### src/rtl/slc3_control.sv
// slc3_control: Moore FSM that sequences the SLC-3 datapath through fetch, decode and execute.
// Latency: S18 to decode takes 3+MEM_WAIT cycles; outputs decode from the state register only.
// Backpressure: memory is a fixed MEM_WAIT-cycle access; PAUSE holds until one Continue press and release.
module slc3_control #(
    parameter int MEM_WAIT = 2
) (
    input  logic       clk,
    input  logic       reset,
    input  logic       Run,
    input  logic       Continue,
    input  logic [3:0] Opcode,
    input  logic       IR_5,
    input  logic       IR_11,
    input  logic       BEN,
    output logic       LD_MAR,
    output logic       LD_MDR,
    output logic       LD_IR,
    output logic       LD_BEN,
    output logic       LD_CC,
    output logic       LD_REG,
    output logic       LD_PC,
    output logic       LD_LED,
    output logic       GatePC,
    output logic       GateMDR,
    output logic       GateALU,
    output logic       GateMARMUX,
    output logic [1:0] PCMUX,
    output logic       DR,
    output logic       SR1MUX,
    output logic       SR2MUX,
    output logic       ADDR1MUX,
    output logic [1:0] ADDR2MUX,
    output logic [1:0] ALUK,
    output logic       MIO_EN,
    output logic       Mem_RD,
    output logic       Mem_WR
);

    typedef enum logic [4:0] {
        HALTED, S18, S33, S35, S32,
        S1, S5, S9, S0, S22, S12,
        S4, S21, S6, S7, S25, S27,
        S23, S16, P1, P2
    } state_t;

    state_t     state;
    state_t     state_nxt;
    logic [2:0] cnt;
    logic [2:0] cnt_nxt;
    logic       cnt_last;

    // Only JSR with offset11 exists, so the JSR/JSRR select bit is not decoded.
    logic unused_ir11;
    assign unused_ir11 = IR_11;

    assign cnt_last = (cnt == 3'(MEM_WAIT - 1));

    always_ff @(posedge clk) begin
        if (!reset) begin
            state <= HALTED;
            cnt   <= '0;
        end else begin
            state <= state_nxt;
            cnt   <= cnt_nxt;
        end
    end

    always_comb begin
        state_nxt  = state;
        cnt_nxt    = '0;
        LD_MAR     = 1'b0;
        LD_MDR     = 1'b0;
        LD_IR      = 1'b0;
        LD_BEN     = 1'b0;
        LD_CC      = 1'b0;
        LD_REG     = 1'b0;
        LD_PC      = 1'b0;
        LD_LED     = 1'b0;
        GatePC     = 1'b0;
        GateMDR    = 1'b0;
        GateALU    = 1'b0;
        GateMARMUX = 1'b0;
        PCMUX      = 2'b00;
        DR         = 1'b0;
        SR1MUX     = 1'b0;
        SR2MUX     = 1'b0;
        ADDR1MUX   = 1'b0;
        ADDR2MUX   = 2'b00;
        ALUK       = 2'b00;
        MIO_EN     = 1'b0;
        Mem_RD     = 1'b0;
        Mem_WR     = 1'b0;

        case (state)
            HALTED: begin
                if (Run) state_nxt = S18;
            end
            S18: begin
                GatePC    = 1'b1;
                LD_MAR    = 1'b1;
                PCMUX     = 2'b00;
                LD_PC     = 1'b1;
                state_nxt = S33;
            end
            // Read waits hold the counter until the last cycle, when MDR captures memory data.
            S33, S25: begin
                Mem_RD = 1'b1;
                MIO_EN = 1'b1;
                if (cnt_last) begin
                    LD_MDR    = 1'b1;
                    state_nxt = (state == S33) ? S35 : S27;
                end else begin
                    cnt_nxt = cnt + 3'd1;
                end
            end
            S35: begin
                GateMDR   = 1'b1;
                LD_IR     = 1'b1;
                state_nxt = S32;
            end
            S32: begin
                LD_BEN = 1'b1;
                case (Opcode)
                    4'b0001: state_nxt = S1;
                    4'b0101: state_nxt = S5;
                    4'b1001: state_nxt = S9;
                    4'b0000: state_nxt = S0;
                    4'b1100: state_nxt = S12;
                    4'b0100: state_nxt = S4;
                    4'b0110: state_nxt = S6;
                    4'b0111: state_nxt = S7;
                    4'b1101: state_nxt = P1;
                    default: state_nxt = S18;
                endcase
            end
            S1, S5, S9: begin
                SR1MUX    = 1'b1;
                SR2MUX    = (state == S9) ? 1'b0 : ~IR_5;
                ALUK      = (state == S1) ? 2'b00 : (state == S5) ? 2'b01 : 2'b10;
                GateALU   = 1'b1;
                DR        = 1'b1;
                LD_REG    = 1'b1;
                LD_CC     = 1'b1;
                state_nxt = S18;
            end
            S0: begin
                state_nxt = BEN ? S22 : S18;
            end
            S22: begin
                ADDR1MUX  = 1'b1;
                ADDR2MUX  = 2'b01;
                PCMUX     = 2'b01;
                LD_PC     = 1'b1;
                state_nxt = S18;
            end
            S12: begin
                SR1MUX    = 1'b1;
                ADDR1MUX  = 1'b0;
                ADDR2MUX  = 2'b11;
                PCMUX     = 2'b01;
                LD_PC     = 1'b1;
                state_nxt = S18;
            end
            S4: begin
                GatePC    = 1'b1;
                DR        = 1'b0;
                LD_REG    = 1'b1;
                state_nxt = S21;
            end
            S21: begin
                ADDR1MUX  = 1'b1;
                ADDR2MUX  = 2'b00;
                PCMUX     = 2'b01;
                LD_PC     = 1'b1;
                state_nxt = S18;
            end
            S6, S7: begin
                SR1MUX     = 1'b1;
                ADDR1MUX   = 1'b0;
                ADDR2MUX   = 2'b10;
                GateMARMUX = 1'b1;
                LD_MAR     = 1'b1;
                state_nxt  = (state == S6) ? S25 : S23;
            end
            S27: begin
                GateMDR   = 1'b1;
                DR        = 1'b1;
                LD_REG    = 1'b1;
                LD_CC     = 1'b1;
                state_nxt = S18;
            end
            S23: begin
                SR1MUX    = 1'b0;
                ALUK      = 2'b11;
                GateALU   = 1'b1;
                MIO_EN    = 1'b0;
                LD_MDR    = 1'b1;
                state_nxt = S16;
            end
            S16: begin
                Mem_WR = 1'b1;
                if (cnt_last) begin
                    state_nxt = S18;
                end else begin
                    cnt_nxt = cnt + 3'd1;
                end
            end
            // Two-phase handshake: a held Continue releases exactly one PAUSE.
            P1: begin
                LD_LED = 1'b1;
                if (Continue) state_nxt = P2;
            end
            P2: begin
                if (!Continue) state_nxt = S18;
            end
            default: begin
                state_nxt = HALTED;
            end
        endcase
    end

endmodule

### config.mk
export PLATFORM = sky130hd
export DESIGN_NAME = slc3_control
export DESIGN_NICKNAME = d
export VERILOG_FILES = /design/src/rtl/slc3_control.sv
export SDC_FILE = /design/constraint.sdc
export NUM_CORES = 1
export LEC_CHECK = 0
export BUFFER_PORTS_ARGS = -buffer_cell sky130_fd_sc_hd__buf_2
export CORE_MARGIN = 8
export CORE_UTILIZATION = 35
export DETAILED_ROUTE_END_ITERATION = 8
export RECOVER_POWER = 25
export SLEW_MARGIN = 20
export SYNTH_ARGS = -nofsm -noshare
export SYNTH_HDL_FRONTEND = slang
export SYNTH_SLANG_ARGS = --single-unit
### constraint.sdc
create_clock -name clk -period 5.4 [get_ports clk]
set_input_delay 1.08 -clock clk [delete_from_list [all_inputs] [get_ports clk]]
set_output_delay 1.08 -clock clk [all_outputs]
set_load 0.03 [all_outputs]
==> metrics.txt <==
routability congestion estimate=0.854; critical path's top delay family=flip-flops; routed vias=1136; DRC=0; Ant. Diodes=0; asr flop ratio synth=0%; Detailed Route WL=2910 microns; Post-Syn Nets=169; port bufs=33; DR vias/cell=5.44; core area=2950 sq um; CP max stage delay=1.01 ns; Setup Viol. Count Final=0; number of hold buffers added after CTS=0; WL/cell=13.9 microns; GR peak layer=met2; r2r endpoint=state[1]; Post-Synth Simple-Gate Area=41.9%; CP Buf/Inv Count=1; 1st-iter DRT viols=111; Ys Warns=0; area share of the largest cell type after synthesis=15.4%; reg2reg start=state[0]; RSZ-0062 raised after global routing=false; Fmax=0.293 GHz; WP data arrival=2.33 ns; sequential area share after synthesis=15.4%; commonest non-fill, non-tap cell in the layout=buf_2; worst hold start=cnt[0]; CTS tree=yes; post-route clock period utilization=63.2%; Hold Crit Depth=1; Worst Path Max Fanout=33; clock root cell=clkbuf_4; post-synthesis mux area share=3.96%; Max-slew headroom=30.1%; Ports=36; worst reg2reg path depth=5; slowest CP cell=dfxtp_1; Die Y-Extent=70.6 microns; commonest cells after routing, fill and taps aside=buf_2, nor2_1, a21oi_1; clk_skew=0.00363 ns; total grt overflow=0; Mapped Cells=156; area of the multi-input gates=761 sq um; crit-path cells=and2_1, a21oi_1, or3_1, o31ai_1, buf_2; Hold Crit Class=flop to flop; Syn Std Cell Area=1040 sq um; Cells after DPL=206; Die X=70.6 microns; final hold slack=0.457 ns; crit path kind=flop to output port; area added between synthesis and finish=11.8%; Sink Count=8; met1 Use GR=13.5%; FP Rows=20; Core Util, Final=39.4%; Starting Density=35.3%; Worst Setup SP=state[0]; Resize count post-CTS=0; largest cells by area after synthesis=dfxtp_1, nor2_1, a21oi_1; complex-gate fraction of the synthesized area=23.2%; GRT Util Overall=12.0%; CTS buffer count=3; Crit path depth=5; status=complete, no violations; worst slew pin tran=1.05 ns; Cell Pwr Density=459 nW/um^2; Reg clk slew, reported paths=0.05 ns; cell accounting for the most synthesized area=dfxtp_1; Fin. Hold Viols=0; Post-synth EDFFs=0; fill count=327; Hold EP=cnt[0]; Netlist cell types=49; CP required=4.32 ns; shortest period the worst path allows=3.41 ns; max cap viols=0; Sequential Area=160 sq um; H-tree depth=1; met2 global-route usage=20.8%; peak supply drop=0.167 mV; Setup Fix Bufs, Post-CTS=0; Post-Layout Cell Count=209; global-route wire length before repair=5110 microns; post-route ant nets=0; first drt pass iteration count=4; # nets final=191; vias in the first global route=1144; setup TNS=0 ns; Pleak=0.531 nW; max-slew violation count=0; type of origin of the critical path=flop; crit end category=output port; Post-Synth XOR/XNOR Area=3.36%; met3 GRT Util=3.25%; post-synthesis register bit count=8; DPL Wire Length=2110 microns; largest family of logic cells by synthesized area=simple AND/OR/NAND/NOR gates; Post-synth top flop=dfxtp_1; largest net degree at the start of global routing=34; Synth Area in Adders=2.40%; Worst R2R Setup Slack=2.40 ns; initial antenna violation count=0; Post-Syn Area per Cell=6.68 sq um; Clock Latency Late Sink=0.25 ns; Die ar.=4980 sq um; deepest clock path buffer count=2; ratio of cells with drive above 1 in the final layout=22.2%
==> final cells by class <==
type / instances / share of cell area (%)
clock buffer: 3 / 1.93
multi-input combinational: 128 / 65.3
tap: 33 / 3.54
sequential: 8 / 13.7
inverter: 4 / 1.29
timing repair buffer: 33 / 14.2
==> through the flow <==
step                worst slack (ns)  total power (W)  cell area (sq um)
finish                          1.99         0.000535               1160
detailed placement              2.27         0.000504               1160
global route                    1.83         0.000587               1160
floorplan                       2.32         0.000432               1040
global placement                2.29         0.000501               1160
CTS                             1.98         0.000553               1190
==> cell families (layout without fill, tap and decap cells) <==
group	Yosys count	in the layout
AND/OR/NAND/NOR	80	80
XOR/XNOR	4	4
multiplexers	4	4
AO/OA/AOI/OAI	37	37
adder cells (fa/ha/maj)	2	2
flip-flops	8	8
other	1	1
buffers and inverters	20	40
==> worst max-delay path by stage <==
stage	to	slack, ns
after floorplan	LD_CC	2.32
after global placement	LD_MDR	2.29
after detailed placement	LD_MDR	2.27
after CTS	LD_MDR	1.98
after global routing	LD_MDR	1.83
final	LD_MDR	1.99
==> worst register-to-register path, stage by stage (launching register included) <==
cell,delay [ns]
dfxtp_1,1.01
nor3_1,0.19
o211a_1,0.29
nor4_1,0.87
o311ai_0,0.28
and3_1,0.26
==> cells in the mapped netlist, drive strengths merged, types with 2 or more instances <==
master	number
clkbuf	4
nor3	6
o21ai	7
and3	3
nand2	12
buf	12
mux2i	3
inv	4
nor4b	2
a31oi	2
nor3b	2
a21oi	15
dfxtp	8
a22oi	2
nand2b	8
nor4	3
xnor2	2
xor2	2
nand3	4
and2	3
nor2b	6
ha	2
nor2	24
==> report_power, final <==
group,switching (W),internal (W),leakage (nW)
combinational,0.000213,0.000130,0.452
clock,0.0000190,0.0000253,0.0138
sequential,0.0000760,0.0000711,0.0652
total,0.000308,0.000227,0.531
==> per-layer routing <==
metal | share of wire, % | up-vias
li1 | - | 592
met5 | 0 | -
met4 | 1.5 | 0
met1 | 46 | 514
met2 | 46 | 24
met3 | 5.9 | 6
==> state kept, by name, summed over array words and instances (netlist names) <==
| name | cells |
|---|---|
| cnt | 3 |
| state | 5 |
No activity file was read; power rests on OpenSTA's default activity.
